`src/rtl/fifo_frame_stream.sv`:
```
// fifo_frame_stream: turns a standard-mode (1-cycle read latency) FIFO into
// an AXI4-Stream of fixed-length frames. A 2-entry skid buffer absorbs the
// FIFO read latency and downstream back-pressure. Every C_FRAME_BEATS-th beat
// carries tlast. A stop request only takes effect at a frame boundary.
//
// Handshake: a beat transfers on a rising clk edge where m_axis_tvalid and
// m_axis_tready are both high. While tvalid is high and tready is low, tdata
// and tlast hold. tvalid only drops after a handshake.
module fifo_frame_stream #(
    parameter int C_DATA_W      = 128,
    parameter int C_FRAME_BEATS = 256
) (
    input  logic                  clk,
    input  logic                  rst,
    input  logic                  enable,
    input  logic [C_DATA_W-1:0]   fifo_dout,
    input  logic                  fifo_empty,
    output logic                  fifo_rd_en,
    output logic                  m_axis_tvalid,
    input  logic                  m_axis_tready,
    output logic [C_DATA_W-1:0]   m_axis_tdata,
    output logic [C_DATA_W/8-1:0] m_axis_tkeep,
    output logic                  m_axis_tlast,
    output logic                  busy,
    output logic [31:0]           frame_cnt
);

    localparam int            CW        = $clog2(C_FRAME_BEATS);
    localparam logic [CW-1:0] LAST_BEAT = CW'(C_FRAME_BEATS - 1);

    typedef enum logic [1:0] {
        S_IDLE   = 2'd0,
        S_ACTIVE = 2'd1,
        S_FLUSH  = 2'd2
    } state_t;

    state_t                state_q;
    state_t                state_d;
    logic                  inflight;
    logic [1:0]            occ;
    logic [C_DATA_W-1:0]   buf0;
    logic [C_DATA_W-1:0]   buf1;
    logic [CW-1:0]         rd_beat;
    logic [CW-1:0]         out_beat;
    logic [31:0]           frame_cnt_q;
    logic                  push;
    logic                  pop;
    logic [2:0]            credit_used;
    logic                  credit_ok;

    // Data returning from the FIFO is the read issued last cycle.
    assign push = inflight;
    assign pop  = m_axis_tvalid && m_axis_tready;

    // Credit counts the slot freed by a pop in this same cycle, so that with
    // tready held high a read is issued every cycle and the stream has no
    // bubbles. When stalled (no pop) it reduces to inflight + occ < 2, which
    // bounds the buffer at 2 entries and allows at most one read past a stall.
    assign credit_used = 3'(occ) + 3'(inflight) - 3'(pop);
    assign credit_ok   = credit_used < 3'd2;

    assign m_axis_tvalid = (occ != 2'd0);
    assign m_axis_tdata  = buf0;
    assign m_axis_tkeep  = '1;
    assign m_axis_tlast  = m_axis_tvalid && (out_beat == LAST_BEAT);
    assign frame_cnt     = frame_cnt_q;

    // State register.
    always_ff @(posedge clk) begin
        if (rst) begin
            state_q <= S_IDLE;
        end else begin
            state_q <= state_d;
        end
    end

    // Next-state logic: FLUSH keeps reading until the current frame is fully
    // issued, then waits for the buffer and in-flight read to drain.
    always_comb begin
        state_d = state_q;
        case (state_q)
            S_IDLE: begin
                if (enable) state_d = S_ACTIVE;
            end
            S_ACTIVE: begin
                if (!enable) state_d = S_FLUSH;
            end
            S_FLUSH: begin
                if (enable) begin
                    state_d = S_ACTIVE;
                end else if (rd_beat == '0 && occ == 2'd0 && !inflight) begin
                    state_d = S_IDLE;
                end
            end
            default: state_d = S_IDLE;
        endcase
    end

    // Output logic: read strobe and busy flag.
    always_comb begin
        fifo_rd_en = 1'b0;
        busy       = (state_q != S_IDLE);
        if (!fifo_empty && credit_ok) begin
            if (state_q == S_ACTIVE) begin
                fifo_rd_en = 1'b1;
            end else if (state_q == S_FLUSH && rd_beat != '0) begin
                fifo_rd_en = 1'b1;
            end
        end
    end

    // Read tracking: in-flight flag and issued-read beat counter.
    always_ff @(posedge clk) begin
        if (rst) begin
            inflight <= 1'b0;
            rd_beat  <= '0;
        end else begin
            inflight <= fifo_rd_en;
            if (fifo_rd_en) begin
                rd_beat <= (rd_beat == LAST_BEAT) ? '0 : rd_beat + 1'b1;
            end
        end
    end

    // Output side: beat position in frame and completed-frame counter.
    always_ff @(posedge clk) begin
        if (rst) begin
            out_beat    <= '0;
            frame_cnt_q <= '0;
        end else if (pop) begin
            out_beat <= (out_beat == LAST_BEAT) ? '0 : out_beat + 1'b1;
            if (m_axis_tlast) frame_cnt_q <= frame_cnt_q + 32'd1;
        end
    end

    // Skid buffer: buf0 is the head, buf1 the second entry.
    always_ff @(posedge clk) begin
        if (rst) begin
            buf0 <= '0;
            buf1 <= '0;
            occ  <= 2'd0;
        end else begin
            case ({push, pop})
                2'b10: begin
                    if (occ == 2'd0) buf0 <= fifo_dout;
                    else             buf1 <= fifo_dout;
                    occ <= occ + 2'd1;
                end
                2'b01: begin
                    buf0 <= buf1;
                    occ  <= occ - 2'd1;
                end
                2'b11: begin
                    // Credit keeps occ at 1 here; the pushed word becomes head.
                    buf0 <= (occ == 2'd1) ? fifo_dout : buf1;
                    if (occ == 2'd2) buf1 <= fifo_dout;
                end
                default: begin
                end
            endcase
        end
    end

endmodule
```
`config.mk`:
```
export PLATFORM = sky130hd
export DESIGN_NAME = fifo_frame_stream
export DESIGN_NICKNAME = d
export VERILOG_FILES = /design/src/rtl/fifo_frame_stream.sv
export SDC_FILE = /design/constraint.sdc
export NUM_CORES = 1
export LEC_CHECK = 0
export ABC_AREA = 1
export ABC_CLOCK_PERIOD_IN_PS = 2100
export CORE_ASPECT_RATIO = 0.9
export CORE_UTILIZATION = 45
export CTS_CLUSTER_DIAMETER = 50
export DETAILED_ROUTE_END_ITERATION = 12
export PLACE_DENSITY = 0.76
export SLEW_MARGIN = 20
export SYNTH_ARGS = -nofsm -noshare
export SYNTH_HDL_FRONTEND = slang
export SYNTH_SLANG_ARGS = --single-unit
export TNS_END_PERCENT = 30
```
`constraint.sdc`:
```
create_clock -name clk -period 2.1 [get_ports clk]
set_input_delay 0.42 -clock clk [delete_from_list [all_inputs] [get_ports clk]]
set_output_delay 0.42 -clock clk [all_outputs]
set_load 0.005 [all_outputs]
```
# Yosys cells after proc, flatten, opt, wreduce, memory -nomap -nowiden
# Index checks and enable logic that the tools add are counted.
[word_totals] reg_bits=309 input_bits=133 out_inout_bits=180 wordCells=69
[op_classes] add_sub_neg=7 n_lt_le_gt_ge=1 eq_ne=15 mux=17 n_reduce_logical=21
[op_table] op="$mux 128" count=4
[op_table] op="$pmux 128 s3" count=1
[op_table] op="$pmux 128 s2" count=1
[op_table] op="$add 32x1->32 const B" count=1
[op_table] op="$add 8x1->8 const B" count=2
[op_table] op="$eq 8x8->1 const B" count=2
[op_table] op="$mux 8" count=2
[op_table] op="$ne 2x2->1 const B" count=5
[op_table] op="$eq 2x2->1 const B" count=4
[op_table] op="$logic_not 8->1" count=1
[op_table] op="$mux 2" count=4
[op_table] op="$reduce_bool 2->1" count=4
[op_table] op="$reduce_bool 8->1" count=1
[op_table] op="$eq 2x1->1 const B" count=3
[op_table] op="$logic_and 1x1->1" count=6
[op_table] op="$pmux 2 s3" count=1
[op_table] op="$reduce_and 3->1" count=2
[op_table] op="$logic_not 2->1" count=2
[op_table] op="$pmux 2 s2" count=1
[op_table] op="$reduce_and 2->1" count=2
[op_table] op="$add 2x1->3" count=1
[op_table] op="$lt 3x2->1 const B" count=1
[op_table] op="$mux 1" count=3
[op_table] op="$ne 3x3->1 const B" count=1
[op_table] op="other kinds (5)" count=6

# Depth between registers and ports, before layout
[logic_depth] depth_word=6 mapped_depth=17 mapped_depth_nobuf=16

# Worst setup path after synthesis
# Ideal clock, no wire load.
[synth_path] kind="register -> output" startpoint="register occ[0]" endpoint="output port fifo_rd_en" arrival_time_ps=1894 required_time_ps=1680 setup_slack_ps=-214 stages_incl_launch_ff=12 cell_sequence="dfxtp_1 -> inv_1 -> ha_1 -> inv_2 -> nand2_2 -> nand2_1 -> nand3_1 -> fa_1 -> nand3_1 -> nor2_1 -> nand3_1 -> inv_1"
[synth_via] elab_chain_cells=6 elab_cells_between_ends=7 classes_between="add/sub: 2; order compare: 1; mux: 1; reduce/logical: 3"
[synth_lines] item="start: declaration" line_no="40" rtl="logic [1:0] occ;"
[synth_lines] item="start signal: assignment" line_no="147" rtl="occ <= occ + 2'd1;"
[synth_lines] item="start signal: assignment" line_no="151" rtl="occ <= occ - 2'd1;"
[synth_lines] item="parallel branches: the longest is 2 deep, another holds $add 2x1->3"
[synth_lines] item="$sub 3x1->3 (*)" line_no="59" rtl="assign credit_used = 3'(occ) + 3'(inflight) - 3'(pop);"
[synth_lines] item="$lt 3x2->1 (*)" line_no="60" rtl="assign credit_ok = credit_used < 3'd2;"
[synth_lines] item="$logic_and 1x1->1 (*)" line_no="103" rtl="if (!fifo_empty && credit_ok) begin"
[synth_lines] item="$mux 1 (*)" line_no="103"
[synth_lines] item="end: declaration" line_no="18" rtl="output logic fifo_rd_en,"
# Mark *: on every way between the ends.

# Worst setup path after layout
# Same ends and word-level chain as after synthesis.

==> flow_summary.toml <==
[worst_setup_path]
path_max_fanout = 4
reg2reg_depth = 16
worst-setup-path-type = "reg2out"
timing.rr.end = "rd_beat[4]"
cp.arrival_ps = 2310
critPathCapture = "fifo_rd_en"
path_cells = "inv_4, ha_4, inv_4, nand2_4, inv_2, nand2_2, nand3_2, fa_2, nand3_2, nor2_2, nand3_2, inv_2, buf_6"
reg2reg_from = "occ[0]"
cp-startpoint = "occ[0]"
slowest_stage = "fa_2"
reg2reg_slack_ps = -20
start_kind = "register"
required_ps = 1680
crit_top_cell = "nand3_2"
max_stage_delay_ps = 530
end_kind = "output pin"

[timing]
max_freq_mhz = 366.1
fin_skew_ps = 14.38
fin_crit_sh_pct = 130.1
finalCriticalPeriod_ps = 2732
setup_viol = 5
final-hold-violation-count = 0
rsz0062_at_grt = "true"
layout_setup_ws_ps = -631.6
hold-worst-slack_ps = 467.6
finalMaxSlewViolations = 0
final.setup.tns_ps = -1052

[detailed_routing]
wl_per_cell_um = 15.14
final_antenna_net_count = 0
dr_total_vias = 12070
wl_um = 35420
drc = 0
firstDrtPassIters = 5
via_per_inst = 5.157
drtIter0Drc = 829

[worst_hold_path]
worst_hold_path_type = "in2reg"

[synth]
synth_compound_area_share_pct = 20.56
synth_cells = 1661
ys_top_cells_by_area = "dfxtp_1, o21ai_0, a21oi_1, nor2_1, mux2i_1"
synth-xor-area-share_pct = 1.012
synth-simple-area-share_pct = 15.62
yosysTopAreaCellShare_pct = 47.64
synth.mux.area_fraction_pct = 5.936
ys_seq_elements = 309
avgSynthCellArea_um2 = 7.818
synth_top_family_by_area = "compound AO/OA/AOI/OAI gates"
synthAdderAreaFrac_pct = 0.9250
synth_seq_area_share_pct = 47.64
yosysTopAreaCell = "dfxtp_1"
netlist_area_um2 = 12980
yosys_warnings = 0
yosys.cell_types.count = 35

[placement]
dp.cells = 2263
gp_congestion = 0.8850
io_buffers = 296
place_area_um2 = 16490
dp_hpwl_um = 23970

[floorplan]
fp-row-count = 58
die_area_um2 = 29540
die_height_um = 163.2
coreArea_um2 = 28160
boundaryPins = 313
start_util_pct = 46.12
die_w_um = 181.1

[clocking]
cts-root-buf = "clkbuf_16"
worstSkewPairLatency_ps = 520
ctsHoldBuffers = 0
numCtsBuffers = 38
clockBufferDepth = 3
cts_tree = "built"
numClockSinks = 309
cts.clk_slew.worst_paths_ps = 60
htreeDepth = 2

[power_and_ir_drop]
pwr-share-seq_pct = 40.2
p_per_area_nw_per_um2 = 916.5
leakagePower_nw = 7.563
swShare_pct = 26.20
pwr-share-comb_pct = 19.3
p_int_mw = 12.12
ir_worst_vdd_uv = 699.3
p_total_mw = 16.42
p_clk_share_pct = 40.5
p_switching_mw = 4.302

[finish]
most-common-layout-cells = "dfxtp_1, clkdlybuf4s50_1, o21ai_0"
stdcell_area_um2 = 17910
final_common_cell = "dfxtp_1"
nets = 2092
area_growth_pct = 37.96
final_cell_count_no_fill = 2340
drive_gt1_share_pct = 9.045
nFillCells = 2330

[global_route]
grt_antenna_before_repair = 1
grt_max_degree = 77
grt_pass1_wl_um = 57100
grt-ovfl-total = 0
grt_pass1_vias = 11390
track_usage_pct = 23.42

[flow_run]
maxCapViolCount = 0

[run_status]
violations = "setup timing"
outcome = "complete, but fails checks"
==> worst max-delay path: cells and delay by family, from the launching register on <==
family                   cells  cell delay (ps)
AND/OR/NAND/NOR              6              450
buffers and inverters        5              330
adder cells (fa/ha/maj)      2              660
flip-flops                   1              350
==> flip-flops by register name (all words and copies together), names as in the netlist <==
signal,flops
out_beat,8
state_q,2
buf1,128
rd_beat,8
inflight,1
frame_cnt,32
m_axis_tdata,128
occ,2
==> logic make-up (layout without fill, tap and decap cells) <==
kind of cell / Yosys count / count (layout)
fa+ha+maj: 9 / 9
other cells: 1 / 17
compound gates: 526 / 526
buf+inv: 233 / 536
mux: 77 / 77
simple gates: 491 / 491
xor+xnor: 15 / 15
flops: 309 / 309
==> what timing repair did <==
| item | CTS | global route |
|---|---|---|
| buffers inserted | 3 | 4 |
| setup endpoints to repair | 4 | 12 |
| resized for setup | 10 | 13 |
| pin swaps | 3 | 2 |
| gates cloned | 0 | 0 |
==> worst min path at each step <==
stage	start	to	slack, ps	cells after the start
finish	fifo_dout[101]	buf1[101]	470	3
global route	fifo_dout[101]	buf1[101]	470	3
CTS	fifo_dout[101]	buf1[101]	450	3
detailed placement	buf1[73]	buf1[73]	470	2
global placement	buf1[61]	buf1[61]	460	2
floorplan	buf1[10]	buf1[10]	450	2
==> cells in the mapped netlist, drive strengths merged <==
cell / count
o21ai: 317
dfxtp: 309
nor2: 257
a21oi: 201
nand2: 175
inv: 106
mux2i: 77
buf: 73
clkbuf: 54
nand3: 37
xor2: 12
nand4: 9
nor3: 9
ha: 8
o21bai: 4
nor3b: 3
xnor2: 3
o211ai: 2
a211oi: 1
a21o: 1
conb: 1
fa: 1
nand3b: 1
==> metal layers <==
metal,up-vias,GRT usage (%),part of all wire (%)
met5,-,0,0
met4,0,8.243,2.8
met3,65,6.800,8.3
met2,376,38.14,46
met1,5563,29.61,43
li1,6063,-,-
==> through the flow <==
| step | util [%] | worst slack [ps] |
|---|---|---|
| floorplan | - | -38.36 |
| global placement | 58.58 | -845.5 |
| detailed placement | 58.58 | -824.6 |
| CTS | 63.35 | -643.7 |
| global route | 63.62 | -747.8 |
| finish | 63.62 | -631.6 |
==> power by group through the flow <==
stage | clock network (mW) | registers (mW) | logic (mW)
6_report | 6.65 | 6.60 | 3.16
5_1_grt | 7.04 | 6.66 | 3.44
4_1_cts | 6.77 | 6.60 | 3.16
3_5_place_dp | 0 | 6.71 | 3.11
3_3_place_gp | 0 | 6.71 | 3.05
2_1_floorplan | 0 | 6.72 | 1.43
==> final cells by class <==
| cell class | count | area, um^2 | share of cell area (%) |
|---|---|---|---|
| Clock inverter | 17 | 168.9 | 0.9429 |
| Antenna cell | 1 | 2.502 | 0.01397 |
| Tap cell | 360 | 450.4 | 2.514 |
| Timing Repair Buffer | 361 | 3685 | 20.57 |
| Inverter | 106 | 410.4 | 2.291 |
| Multi-Input combinational cell | 1134 | 5866 | 32.74 |
| Sequential cell | 309 | 6193 | 34.57 |
| Clock buffer | 52 | 1137 | 6.349 |
Power figures use the tool's default switching activity.
